### src/rtl/mult_arbiter.sv
// Two-requester round-robin front end for a times-table memory of configurable read latency.
// Accepts one operation per RD_LAT+2 cycles and returns the table word tagged with its requester id.
module mult_arbiter #(
  parameter int unsigned RD_LAT = 1
) (
  input  logic       clk,
  input  logic       rst,
  input  logic       req0_valid,
  input  logic [2:0] req0_a,
  input  logic [2:0] req0_b,
  output logic       req0_ready,
  input  logic       req1_valid,
  input  logic [2:0] req1_a,
  input  logic [2:0] req1_b,
  output logic       req1_ready,
  output logic       tbl_en,
  output logic [2:0] tbl_a,
  output logic [2:0] tbl_b,
  input  logic [5:0] tbl_result,
  output logic       resp_valid,
  output logic       resp_id,
  output logic [5:0] resp_result,
  output logic       busy
);

  localparam int unsigned CW = 2;

  typedef enum logic [1:0] {IDLE, WAIT, RESP} state_t;

  state_t        state;
  logic [CW-1:0] cnt;
  logic          prio;
  logic          owner;
  logic          idle_c;
  logic          grant0_c;
  logic          grant1_c;

  // Grant is combinational in IDLE so the table read starts in the accept cycle itself.
  always_comb begin
    idle_c   = (state == IDLE) && !rst;
    grant0_c = idle_c && req0_valid && (!req1_valid || !prio);
    grant1_c = idle_c && req1_valid && (!req0_valid || prio);
  end

  assign req0_ready = grant0_c;
  assign req1_ready = grant1_c;
  assign tbl_en     = grant0_c | grant1_c;
  assign tbl_a      = grant0_c ? req0_a : (grant1_c ? req1_a : 3'd0);
  assign tbl_b      = grant0_c ? req0_b : (grant1_c ? req1_b : 3'd0);

  // resp_id is only updated with the strobe; owner carries the id while the read is in flight.
  always_ff @(posedge clk or posedge rst) begin
    if (rst) begin
      state       <= IDLE;
      cnt         <= '0;
      prio        <= 1'b0;
      owner       <= 1'b0;
      resp_valid  <= 1'b0;
      resp_id     <= 1'b0;
      resp_result <= 6'd0;
      busy        <= 1'b0;
    end else begin
      resp_valid <= 1'b0;
      case (state)
        IDLE: begin
          if (grant0_c || grant1_c) begin
            state <= WAIT;
            cnt   <= CW'(RD_LAT - 1);
            owner <= grant1_c;
            prio  <= grant0_c;
            busy  <= 1'b1;
          end
        end
        WAIT: begin
          if (cnt == '0) begin
            resp_result <= tbl_result;
            resp_id     <= owner;
            resp_valid  <= 1'b1;
            state       <= RESP;
          end else begin
            cnt <= cnt - CW'(1);
          end
        end
        RESP: begin
          state <= IDLE;
          busy  <= 1'b0;
        end
        default: begin
          state <= IDLE;
          busy  <= 1'b0;
        end
      endcase
    end
  end

endmodule

### config.mk
export PLATFORM = sky130hd
export DESIGN_NAME = mult_arbiter
export DESIGN_NICKNAME = d
export VERILOG_FILES = /design/src/rtl/mult_arbiter.sv
export SDC_FILE = /design/constraint.sdc
export NUM_CORES = 1
export LEC_CHECK = 0
export CORE_MARGIN = 2
export CORE_UTILIZATION = 39
export CTS_CLUSTER_SIZE = 16
export DETAILED_ROUTE_END_ITERATION = 8
export HOLD_SLACK_MARGIN = 0.03
export PLACE_DENSITY = 0.82
export SLEW_MARGIN = 0
export SYNTH_ARGS = -nofsm -noshare
export SYNTH_HDL_FRONTEND = slang
export SYNTH_SLANG_ARGS = --single-unit
export TNS_END_PERCENT = 1
### constraint.sdc
create_clock -name clk -period 3.6 [get_ports clk]
set_input_delay 1.08 -clock clk [delete_from_list [all_inputs] [get_ports clk]]
set_output_delay 1.08 -clock clk [all_outputs]
set_load 0.05 [all_outputs]
---- Word level (Yosys, flattened, before mapping) ----
Cells that the tools add are included.
cells by class
  add/subtract/negate cells ............... 1
  eq/ne operators ......................... 4
  multiplexer cells ....................... 14
  bitwise gates (word level) .............. 2
  reduce and logical (&&, ||, !) cells .... 20
operators by type and width
  kind                                                                     count
  3-bit 2-to-1 mux                                                         4
  2-bit 2-to-1 mux                                                         4
  2-bit case mux with 2 select lines                                       2
  2-bit AND reduction                                                      4
  1-bit logical AND                                                        5
  1-bit logical NOT                                                        4
  2-bit logical NOT                                                        2
  2-bit inequality test, second input constant                             2
  1-bit logical OR                                                         3
  1-bit 2-to-1 mux                                                         3
  3-bit AND reduction                                                      1
  2-bit by 1-bit == test with 1-bit output, second input constant          1
  2-bit by 1-bit inequality test with 1-bit output, second input constant  1
  1-bit case mux with 2 select lines                                       1
  2-bit nonzero test                                                       1
  2-bit by 1-bit subtractor with 2-bit output, second input constant       1
  1-bit inverter                                                           1
  1-bit OR                                                                 1
word-level totals
  flip-flop bits (word level) ............. 15
  input bits .............................. 22
  output and inout bits ................... 18
  word-level logic and storage cells ...... 49

---- Logic depth before layout (Yosys ltp) ----
Gate-level depths: netlist of run 1.
  depth in word-level cells ............... 7
  gate-level depth with buffers ........... 6
  mapped depth without buffers ............ 6

---- Least setup slack after synthesis of run 1 ----
Ideal clock, no wire load.
  kind .................................... input-to-output
  from .................................... input port rst
  to ...................................... output port tbl_a[0]
  data arrival time ....................... 2.093 ns
  data required time ...................... 2.520 ns
  path slack .............................. 0.427 ns
  stages on the path ...................... 4
  path buffers ............................ 1
  cell sequence ........................... nor3_2 > and3_1 > buf_4 > a22o_1
on the way
  elaborated cells between the ends (all ways) .. 8
  classes of those cells .................. mux (2); reduce/logical (6)
RTL lines
  item                            line  source
  start, declared                 7     input logic rst,
  1-bit logical NOT (no line)     --
  1-bit logical AND               40    idle_c = (state == IDLE) && !rst;
  1-bit logical AND (2 in a row)  41    grant0_c = idle_c && req0_valid && (!req1_valid || !prio);
  named net req0_ready            11    output logic req0_ready,
  3-bit 2-to-1 mux                48    assign tbl_a = grant0_c ? req0_a : (grant1_c ? req1_a : 3'd0);
  end, declared                   17    output logic [2:0] tbl_a,
The timed path passes the listed nets, and every way through them passes these cells.

---- Final worst setup path of run 1 ----
  from .................................... input port rst
  to ...................................... output port tbl_a[2]
on the way
  word-level cells in the longest chain between the ends .. 6
  elaborated cells between the ends (all ways) .. 8
  classes of those cells .................. mux (2); reduce/logical (6)
ends and longest elaborated chain
  item                             line  source
  1-bit logical NOT (no line) (*)  --
  1-bit logical AND (*)            40
  1-bit logical AND (2 in a row)   42    grant1_c = idle_c && req1_valid && (!req0_valid || prio);
  3-bit 2-to-1 mux                 48
  3-bit 2-to-1 mux (*)             48
Every way passes the cells marked *; elsewhere a longest branch is shown, timed or not.

==> flow_summary.ini, run 1 <==
[critical_path]
cp_top_family = buffers and inverters
slowest_stage = clkdlybuf4s50_1
end_kind = output pin
regToRegStartpoint = cnt[0]
cp_slowest_stage_delay_ps = 430
r2r_cells = 6
cp-start-kind = primary input
cp_max_fo = 9
cp.required_ps = 2520
path_class = primary input to output pin
arrival_ps = 2400
cpMostUsedCell = buf_12
crit_chain = clkdlybuf4s50_1, nor3_2, and3_1, buf_12, a22o_1, buf_12
rrSetupSlack_ps = 2200
r2r_end = resp_result[5]
worst-path-buf-inv = 3

[synth]
synthXorXnorAreaFrac = 0
synth-simple-area-share = 0.217
yosys_register_bits = 15
synthAdderAreaFrac = 0.0179
synth_warnings = 0
synth_mux_area_frac = 0
yosysTopAreaCellShare = 0.538
synth_nets = 93
ys_types = 18
ys_top_cells_by_area = dfrtp_1 (54%), nand2_1 (12%), a22o_1 (6.3%), inv_1 (4.8%), a22o_4 (2.5%)
syn_avg_cell_area_um2 = 9.97
synth_top_family_by_area = simple AND/OR/NAND/NOR gates
synthCells = 70
synth_compound_area_frac = 0.152
synth_top_area_cell = dfrtp_1
seq_area_frac_synth = 0.538
synth_area_um2 = 698

[hold_path]
hold_path_depth = 2
hold_path.startpoint = resp_result[2]
hold_path.class = flip-flop to flip-flop
min_delay_worst_endpoint = resp_result[2]

[sta]
tightest_slew_ps = 537
fin_crit_ps = 3480
finalHoldViolCount = 0
finClkSkew_ps = 11.4
setup_violations = 0
fin_tns_setup_ps = 0
fin_ws_ps = 121
slew_violations = 0
max_freq_mhz = 287
maxSlewHeadroom = 0.642
rsz0062_at_grt = no
period_share = 0.966

[power]
intPower_mw = 0.377
peakVddDrop_mv = 0.291
power_density_nw_per_um2 = 518
clkPwrFrac = 0.147
leakagePower_nw = 0.607
pwr-share-comb = 0.504
switchingPower_mw = 0.269
swShare = 0.417
seqPwrFrac = 0.349

[clocking]
cts-resized-gates = 0
cts_buffers = 3
root_buffer = clkbuf_4
ctsHtreeMaxLevel = 1
cts_tree = built
ctsHoldBuffers = 0
clk_latency_ps = 280
cts_num_sinks = 15
clock_path_buffers = 2
post-cts-setup-buffers = 0
cts.clk_slew.worst_paths_ps = 100

[route]
wirelength_um = 1710
wl_per_cell_um = 12.4
drt_iter0_markers = 10
viasPerCell = 4.63
drc_errors = 0
first_pass_iters = 4
vias = 639
antenna_left = 0

[place]
dp_hpwl_um = 1400
io_buffers = 39
place_area_um2 = 1220
dp_cells = 134
dp_slack_ps = 9.54
place.gp.congestion = 0.742

[final_layout]
syn_to_final_growth_pct = 78.7
diodes = 0
fillers = 118
stdcell_count = 138
fin_nets = 137
drive_gt1_frac = 0.195
final_area_um2 = 1250

[global_route]
grt.total_usage = 0.183
antenna_found_initial = 0
first_global_vias = 632
grt_pass1_wl_um = 2730
grt_max_degree = 16
gr-total-overflow = 0

[die]
ioPinCount = 40
dieArea_um2 = 2140
die_w_um = 46.3
initial_core_util = 0.409
core_um2 = 1710
die_h_um = 46.3
num_rows = 15

[job]
cap_violations = 0

[run_status]
status = complete, no violations
stage by stage:
stage	utilization	hold WS [ps]	power [mW]
6_report	0.730	484	0.646
5_1_grt	0.730	523	0.676
4_1_cts	0.730	484	0.651
3_5_place_dp	0.714	462	0.556
2_1_floorplan	-	486	0.415
3_3_place_gp	0.714	459	0.549
state kept, by name (all words and copies together) (netlist names):
name	flops
resp_valid	1
prio	1
resp_result	6
cnt	2
owner	1
resp_id	1
busy	1
state	2
per-layer routing:
layer,GRT usage,wire [um]
met4,0.103,25
met2,0.292,938
met5,0,0
met3,0.0588,109
met1,0.215,632
cell usage after synthesis:
master	n
o21ai_0	3
or3b_4	1
nand2b_4	1
o21bai_1	2
ha_1	1
nor3_2	1
nand2_1	23
buf_6	1
nand3b_2	1
nand2b_1	1
buf_4	1
a22o_1	5
o22ai_1	1
and3_1	2
dfrtp_1	15
a22o_4	1
inv_1	9
o21ai_2	1
cells by family after synthesis:
family                   Yosys count
AO/OA/AOI/OAI                     13
AND/OR/NAND/NOR                   30
adder cells (fa/ha/maj)            1
buffers and inverters             11
flip-flops                        15
power by group through the flow:
stage | clock, mW | sequential, mW | combinational, mW
6_report | 0.0948 | 0.226 | 0.325
5_1_grt | 0.104 | 0.229 | 0.343
4_1_cts | 0.0970 | 0.226 | 0.328
3_5_place_dp | 0 | 0.229 | 0.327
3_3_place_gp | 0 | 0.228 | 0.321
2_1_floorplan | 0 | 0.325 | 0.0899
final cells by class:
cell class / count / area [um^2] / share of cell area
clock buffer: 3 / 22.5 / 0.0181
clock inverter: 1 / 5.00 / 0.00401
inverter: 9 / 33.8 / 0.0271
multi-input combinational: 44 / 272 / 0.218
sequential: 15 / 375 / 0.301
tap: 25 / 31.3 / 0.0251
timing repair buffer: 41 / 508 / 0.407
worst max-delay path by stage:
stage	start	end	cells past startpoint
after detailed placement	rst	tbl_a[2]	5
after global routing	rst	tbl_b[1]	5
after global placement	rst	tbl_b[0]	5
final	rst	tbl_a[2]	6
after CTS	rst	tbl_a[2]	5
after floorplan	rst	tbl_a[0]	4
layout by cell type (no fill, tap or decap), drive strengths merged:
cell type	count
a22o	6
and3	2
buf	11
clkbuf	3
clkdlybuf4s50	30
clkinv	1
dfrtp	15
ha	1
inv	9
nand2	23
nand2b	2
nand3b	1
nor3	1
o21ai	4
o21bai	2
o22ai	1
or3b	1
worst min-delay path, stage by stage, from the launching register on:
cell and delay [ps]:
dfrtp_1 350, nand2_1 50, nand2_1 60
No activity file was read; power rests on OpenSTA's default activity.
==> run 2: changes to the inputs <==
- CORE_UTILIZATION: 39 -> 51
- DONT_BUFFER_PORTS: default -> 1
- PLACE_DENSITY: 0.82 -> 0.66
- clock period: 3.6 -> 4.5 ns (I/O delays scaled with it)
==> run 2 against run 1 <==
  * Register-to-register slack gained 790 ps
  * Non-clock buffer count is 39 lower
  * Worst setup slack gained 630 ps
  * Critical path depth down 3
  * Wire length decreased by 30%
  * Clock skew is 9.8 ps lower
  * Highest routed layer is now met3
  * Total power shrank 36%
  * Largest cell class is now sequential cells
  * Critical endpoint is now tbl_b[1]
  * Die area fell by 22%
  * Sequential power grew 16%
  * Sequential cell count did not move
  * Clock power decreased by 22%
==> flow_summary.ini, run 2 (synthesis gave the netlist of run 1 again) <==
[run_status]
status = complete, no violations

[sta]
finalHoldViolCount = 0
fin_crit_ps = 3750
slew_violations = 0
fin_tns_setup_ps = 0
rsz0062_at_grt = no
max_freq_mhz = 267
setup_violations = 0
maxSlewHeadroom = 0.634
tightest_slew_ps = 548
finClkSkew_ps = 1.56
period_share = 0.833

[power]
leakagePower_nw = 0.409
peakVddDrop_mv = 0.224
power_density_nw_per_um2 = 561

[critical_path]
r2r_end = cnt[1]
cp-start-kind = primary input
crit_chain = nor3_2, and3_1, a22o_1
r2r_cells = 4
arrival_ps = 2400
path_class = primary input to output pin
cp_max_fo = 9
end_kind = output pin
cp-endpoint = tbl_b[1]
cp_slowest_stage_delay_ps = 510
slowest_stage = a22o_1
cp_num_cells = 3
cp.required_ps = 3150
cp_top_family = simple AND/OR/NAND/NOR gates
regToRegStartpoint = state[1]
worst-path-buf-inv = 0
rrSetupSlack_ps = 2990
critPathLaunch = rst

[die]
dieArea_um2 = 1680
initial_core_util = 0.543
num_rows = 13
core_um2 = 1280
ioPinCount = 40
die_w_um = 41
die_h_um = 41

[final_layout]
syn_to_final_growth_pct = 5.91
fin_nets = 98
final_area_um2 = 739
multi_input_area_um2 = 270
top_regs = resp_result x6, cnt x2, state x2
seq_area_um2 = 375
final_common_cell = nand2_1
top_register = resp_result
most-common-layout-cells = nand2_1 (23), dfrtp_1 (15), inv_1 (9)
largest_reg_flops = 6
fillers = 110
drive_gt1_frac = 0.149
diodes = 0

[clocking]
ctsHtreeMaxLevel = 1
cts-resized-gates = 0
ctsHoldBuffers = 0
cts_num_sinks = 15
clock_path_buffers = 2
cts.clk_slew.worst_paths_ps = 90
cts_tree = built
root_buffer = clkbuf_4
clk_latency_ps = 270
cts_buffers = 3
post-cts-setup-buffers = 0

[place]
io_buffers = 0
place_area_um2 = 713
place.gp.congestion = 0.648
dp_hpwl_um = 933

[global_route]
first_global_vias = 408
grt.total_usage = 0.166
antenna_found_initial = 0
grt_pass1_wl_um = 1770
grt_max_degree = 16
gr-total-overflow = 0

[route]
vias = 498
viasPerCell = 5.60
first_pass_iters = 4
antenna_left = 0
wirelength_um = 1200
drc_errors = 0
drt_iter0_markers = 15
wl_per_cell_um = 13.5

[hold_path]
hold_path.class = flip-flop to flip-flop

[job]
cap_violations = 0
==> run 2: changes by cell type in the layout (fill, tap and decap cells not counted), sizes merged <==
| cell | previous run | this run |
|---|---|---|
| buf | 11 | 2 |
| clkinv | 1 | 0 |
| clkbuf | 3 | 4 |
| clkdlybuf4s50 | 30 | 0 |
==> run 2: layout make-up <==
| class | count | area share |
|---|---|---|
| clock buffer | 4 | 0.0355 |
| multi-input combinational | 44 | 0.365 |
| timing repair buffer | 2 | 0.0203 |
| tap | 15 | 0.0254 |
| sequential | 15 | 0.508 |
| inverter | 9 | 0.0457 |
==> run 2: how the worst min path moves through the flow <==
| stage | from | endpoint | cells past startpoint |
|---|---|---|---|
| after CTS | state[1] | busy | 1 |
| after detailed placement | state[1] | busy | 1 |
| after global routing | cnt[0] | cnt[0] | 2 |
| after floorplan | owner | owner | 2 |
| after global placement | owner | owner | 2 |
| final | state[1] | busy | 1 |
==> run 2: worst register-to-register path: stages (launching register included) <==
cell and delay, ps:
dfrtp_1 420, nor3_2 220, o21ai_0 180, inv_1 410
o22ai_1 140
==> run 2: metrics by stage <==
stage	utilization	setup slack (ps)	hold slack [ps]	instances	power, mW
final	0.575	751	543	89	0.415
after global routing	0.575	665	587	89	0.438
after CTS	0.575	748	550	89	0.418
after detailed placement	0.555	748	535	85	0.346
after global placement	0.555	757	501	85	0.342
after floorplan	-	787	486	70	0.332
==> run 2: power by group <==
group	internal, mW	switching [mW]
clock network	0.0343	0.0401
registers	0.163	0.0987
logic	0.0232	0.0554
total	0.221	0.194
==> run 2: layer usage <==
metal / share of wire / GRT usage / routed length (um) / vias to the layer above
met1: 0.40 / 0.214 / 482 / 222
met2: 0.49 / 0.266 / 583 / 42
met3: 0.11 / 0.0489 / 136 / 0
li1: - / - / - / 234
met5: 0 / 0 / 0 / -
met4: 0 / 0.0500 / 0 / 0
